**src/rtl/hazard_forward_unit.sv**
```systemverilog
// Operand-forward selects and load-use stall for the 5-stage pipeline, tracking EX/MEM/WB destinations.
// Define HAZARD_FWD_EN to enable forwarding; without it every RAW hazard stalls until the producer reaches WB.
module hazard_forward_unit (
  input  logic        clk,
  input  logic        rst_n,
  input  logic        id_valid,
  input  logic [4:0]  id_rs1,
  input  logic [4:0]  id_rs2,
  input  logic        id_uses_rs1,
  input  logic        id_uses_rs2,
  input  logic [4:0]  id_rd,
  input  logic        id_reg_write,
  input  logic        id_mem_read,
  input  logic        flush_id,
  output logic        stall,
  output logic [1:0]  forward_a,
  output logic [1:0]  forward_b,
  output logic [31:0] stall_count
);

  typedef struct packed {
    logic       valid;
    logic [4:0] rd;
    logic       reg_write;
    logic       is_load;
  } entry_t;

  entry_t      ex_q, mem_q, wb_q, ex_d;
  logic        hazard;
  logic        issue;
  logic [31:0] stall_count_q, stall_count_d;
  logic        unused_shadow;

  function automatic logic produces(input entry_t e, input logic [4:0] r);
    return e.valid & e.reg_write & (e.rd == r) & (r != 5'd0);
  endfunction

  // WB is kept for completeness of the shadow pipe; the write-through register file means nothing reads it.
  assign unused_shadow = ^{wb_q, mem_q.is_load, ex_q.is_load};

`ifdef HAZARD_FWD_EN
  logic [1:0] forward_a_q, forward_a_d;
  logic [1:0] forward_b_q, forward_b_d;

  function automatic logic [1:0] fwdSelect(input entry_t ex, input entry_t mem,
                                           input logic used, input logic [4:0] r);
    if (!used)               return 2'b00;
    else if (produces(ex, r))  return 2'b10;
    else if (produces(mem, r)) return 2'b01;
    else                       return 2'b00;
  endfunction

  // Only a load still in EX has no result to forward when the consumer reaches EX.
  always_comb begin
    hazard = ex_q.is_load &
             ((id_uses_rs1 & produces(ex_q, id_rs1)) |
              (id_uses_rs2 & produces(ex_q, id_rs2)));
  end

  always_comb begin
    forward_a_d = 2'b00;
    forward_b_d = 2'b00;
    if (issue) begin
      forward_a_d = fwdSelect(ex_q, mem_q, id_uses_rs1, id_rs1);
      forward_b_d = fwdSelect(ex_q, mem_q, id_uses_rs2, id_rs2);
    end
  end

  always_ff @(posedge clk or negedge rst_n) begin
    if (!rst_n) begin
      forward_a_q <= 2'b00;
      forward_b_q <= 2'b00;
    end else begin
      forward_a_q <= forward_a_d;
      forward_b_q <= forward_b_d;
    end
  end

  assign forward_a = forward_a_q;
  assign forward_b = forward_b_q;
`else
  always_comb begin
    hazard = (id_uses_rs1 & (produces(ex_q, id_rs1) | produces(mem_q, id_rs1))) |
             (id_uses_rs2 & (produces(ex_q, id_rs2) | produces(mem_q, id_rs2)));
  end

  assign forward_a = 2'b00;
  assign forward_b = 2'b00;
`endif

  // A flushed ID instruction never stalls; it simply enters EX as a bubble.
  always_comb begin
    stall         = id_valid & ~flush_id & hazard;
    issue         = id_valid & ~stall & ~flush_id;
    ex_d          = '0;
    stall_count_d = stall_count_q;
    if (issue) begin
      ex_d.valid     = 1'b1;
      ex_d.rd        = id_rd;
      ex_d.reg_write = id_reg_write;
      ex_d.is_load   = id_mem_read;
    end
    if (stall && (stall_count_q != 32'hFFFF_FFFF)) begin
      stall_count_d = stall_count_q + 32'd1;
    end
  end

  always_ff @(posedge clk or negedge rst_n) begin
    if (!rst_n) begin
      ex_q          <= '0;
      mem_q         <= '0;
      wb_q          <= '0;
      stall_count_q <= 32'd0;
    end else begin
      ex_q          <= ex_d;
      mem_q         <= ex_q;
      wb_q          <= mem_q;
      stall_count_q <= stall_count_d;
    end
  end

  assign stall_count = stall_count_q;

endmodule
```
**config.mk**
```make
export PLATFORM = sky130hd
export DESIGN_NAME = hazard_forward_unit
export DESIGN_NICKNAME = d
export VERILOG_FILES = /design/src/rtl/hazard_forward_unit.sv
export SDC_FILE = /design/constraint.sdc
export NUM_CORES = 1
export LEC_CHECK = 0
export CORE_AREA = 2 2 73 75
export CTS_CLUSTER_SIZE = 20
export DETAILED_ROUTE_END_ITERATION = 10
export DIE_AREA = 0 0 75 77
export HOLD_SLACK_MARGIN = 0.08
export PLACE_DENSITY = 0.85
export SLEW_MARGIN = 15
export SYNTH_ARGS = -nofsm -noshare
export SYNTH_HDL_FRONTEND = slang
export SYNTH_SLANG_ARGS = --single-unit
```
**constraint.sdc**
```tcl
create_clock -name clk -period 2.25 [get_ports clk]
set_input_delay 0.225 -clock clk [delete_from_list [all_inputs] [get_ports clk]]
set_output_delay 0.225 -clock clk [all_outputs]
set_load 0.03 [all_outputs]
```
==> reports/qor.csv <==
stage;metric;value;unit
worst_setup_path;r2r worst-path depth;9;
clock_network;clock-pin slew on the worst setup and hold paths;80;ps
synthesis;Post-synth EDFFs;0;
sta;Worst Skew;6.91;ps
floorplan;Starting Density;47.0;%
placed_design;HPWL Detailed;3980;microns
synthesis;post-synthesis cell count;224;
worst_setup_path;CP Capture Type;register;
synthesis;synthesized area;2340;sq um
floorplan;DIE HEIGHT;77;microns
final_layout;nets;321;
clock_network;CTS buffer count;5;
detailed_routing;Residual DRC;0;
placed_design;Port Buffers;54;
synthesis;Synth Flop Type;dfrtp_1;
worst_setup_path;kind of critical path;primary input to register;
detailed_routing;Iter 0 DRT Violations;88;
worst_setup_path;FF-to-FF End;stall_count[2];
detailed_routing;Routed Antenna Nets;0;
detailed_routing;routed len/inst;14.3;microns
sta;PnR worst setup slack;25.4;ps
sta;fin crit share;98.9;%
final_layout;fillcell total;412;
synthesis;sequential area share after synthesis;49.2;%
power;power density over the cells;463;nW/um^2
worst_setup_path;flop2flop setup slack;40;ps
synthesis;yosys warns;0;
worst_setup_path;Worst setup SP type;primary input;
floorplan;Core Rows;26;
global_routing;initial antenna violation count;0;
clock_network;Post CTS Setup Buffer Count;0;
global_routing;grt total ovfl;0;
detailed_routing;Routed WL;5250;microns
detailed_routing;DRT Pass-1 Iters;4;
sta;Slew Limit Fails;0;
global_routing;vias in the first global route;1932;
worst_setup_path;peak fanout along the critical path;9;
floorplan;I/O pin total;60;
worst_hold_path;worst hold start;ex_q[7];
worst_hold_path;WHS Path Cells;0;
sta;RSZ-0062 raised after global routing;yes;
synthesis;Seq cells post-synth;46;
power;Max VDD drop;263;uV
final_layout;area occupied by multi-input gates;1120;sq um
placed_design;gp weighted congestion;0.834;
sta;Final Setup Violations;0;
clock_network;CTS root buf;clkbuf_8;
power;Total Power;1.48;mW
final_layout;synth-to-layout area growth;36.6;%
sta;slew at the pin closest to its max-slew limit;813;ps
placed_design;Placement Cell Area;3090;sq um
sta;Highest Clock Rate;0.450;GHz
final_layout;diode count;0;
global_routing;first-pass GRT wire length;8990;microns
worst_setup_path;Worst Path Arrival;2430;ps
floorplan;core area;4980;sq um
sta;count of final hold-check violations;0;
floorplan;die area;5780;sq um
detailed_routing;total number of vias;1893;
power;Leakage;1.40;nW
synthesis;post-synthesis area per instance;10.4;sq um
clock_network;clk buf depth;2;
run;max-cap violations;0;
clock_network;CTS tree;yes;
clock_network;Skew-Pair Late Insertion Delay;290;ps
sta;fin crit period;2220;ps
placed_design;pre-CTS setup slack;-344;ps
final_layout;layout cells sized above 1;12.4;%
global_routing;largest net degree at the start of global routing;39;
synthesis;Synth cell types;34;
sta;Slew HR;45.8;%
floorplan;Die X-Extent;75;microns
clock_network;Num Clock Sinks;46;
global_routing;total track usage;20.0;%
clock_network;CTS HTree Levels;2;
worst_hold_path;HP Class;register to register;
status;status;complete, no violations;
synthesis;async set or reset register ratio after synthesis;100;%
worst_setup_path;Req. time, crit path;2450;ps
final_layout;design area;3200;sq um
worst_hold_path;WHS Endpoint;mem_q[7];
detailed_routing;DR vias/cell;5.14;
final_layout;Register Area;1150;sq um
worst_setup_path;R2R Path Start;mem_q[4];
critical path, cell delays in order:
cell and delay (ps):
clkdlybuf4s50_1 470, xor2_1 180, nor4_1 360, a22oi_1 140, buf_4 170, o32ai_4 290
buf_12 170, buf_4 120, nand3_1 100, xnor2_1 190
metrics by stage:
| step | utilization [%] | hold slack (ps) | cells | setup TNS (ps) |
|---|---|---|---|---|
| 2_1_floorplan | - | -70.6 | 227 | 0 |
| 3_3_place_gp | 62.1 | 358 | 359 | -3630 |
| 3_5_place_dp | 62.1 | 368 | 359 | -5870 |
| 4_1_cts | 64.2 | 387 | 368 | 0 |
| 5_1_grt | 64.2 | 402 | 368 | -127 |
| 6_report | 64.2 | 386 | 368 | 0 |
per-layer routing:
layer  track usage (%)  wire length (microns)  vias up
met4              6.07                     59        0
met1              25.4                   2220      932
li1                  -                      -      914
met3              3.55                    222        5
met5                 0                      0        -
met2              34.1                   2750       42
registers in the layout (all words and copies together) (netlist names):
register and cells:
mem_q 7, ex_q 7, stall_count 32
what timing repair did:
action / in CTS / in global routing
gates resized for setup: 3 / 5
pin swaps: 0 / 3
hold buffers: 1 / 0
endpoints found under the setup margin: 1 / 29
endpoints found under the hold margin: 37 / 0
cells by family (layout without fill, tap and decap cells):
kind of cell	after synthesis	in the layout	synth area share, %
simple gates	103	103	24.2
mux	2	2	1.12
fa+ha+maj	1	1	0.535
flops	46	46	49.2
other cells	1	4	0.160
compound gates	6	6	2.51
buf+inv	15	86	3.58
xor+xnor	50	50	18.7
cells in the final DEF, fill, tap and decap left out, drive strengths merged:
cell type / Yosys / routed
or2: 1 / 1
and4b: 1 / 1
or3: 1 / 1
nor4: 4 / 4
a22oi: 2 / 2
dfrtp: 46 / 46
nor3: 5 / 5
or4: 2 / 2
xnor2: 29 / 29
mux2: 2 / 2
clkinv: 0 / 1
nand2: 14 / 14
conb: 1 / 4
inv: 3 / 3
and3: 16 / 16
nand2b: 1 / 1
o22ai: 1 / 1
clkbuf: 3 / 8
o21ai: 2 / 2
ha: 1 / 1
nor2: 13 / 13
nand4: 16 / 16
nand3: 19 / 19
buf: 9 / 21
o32ai: 1 / 1
and4: 2 / 2
xor2: 21 / 21
clkdlybuf4s50: 0 / 52
nor2b: 1 / 1
and2: 7 / 7
dlygate4sd3: 0 / 1
Yosys cell counts, drive strengths merged (3+ instances only):
| cell | number | area (sq um) |
|---|---|---|
| and3 | 16 | 100 |
| nand3 | 19 | 95.1 |
| clkbuf | 3 | 11.3 |
| nor3 | 5 | 30.0 |
| xor2 | 21 | 184 |
| xnor2 | 29 | 254 |
| buf | 9 | 61.3 |
| dfrtp | 46 | 1150 |
| nand2 | 14 | 55.1 |
| inv | 3 | 11.3 |
| nor2 | 13 | 48.8 |
| and2 | 7 | 43.8 |
| nor4 | 4 | 25.0 |
| nand4 | 16 | 100 |
worst max-delay path by stage:
stage | start | to | slack, ps | depth (start not counted)
CTS | ex_q[5] | stall | 7 | 6
global route | id_rs1[3] | stall_count[12] | -30 | 10
global placement | id_rs1[3] | stall | -280 | 7
detailed placement | id_rs1[3] | stall | -340 | 7
finish | id_rs1[3] | stall_count[2] | 30 | 10
floorplan | stall_count[1] | stall_count[23] | 10 | 9
where the power goes:
| group | internal (mW) | total [mW] | switching, mW |
|---|---|---|---|
| sequential | 0.837 | 0.847 | 0.0101 |
| combinational | 0.0611 | 0.121 | 0.0600 |
| clock | 0.248 | 0.512 | 0.264 |
final cells by class:
type                            instances  area share (%)
Clock buffer                            7            2.70
Clock inverter                          1           0.157
Tap cell                               70            2.74
Timing Repair Buffer                   75            22.9
Inverter                                3           0.352
Multi-Input combinational cell        166            35.1
Sequential cell                        46            36.1
(Power assumes the default switching activity.)
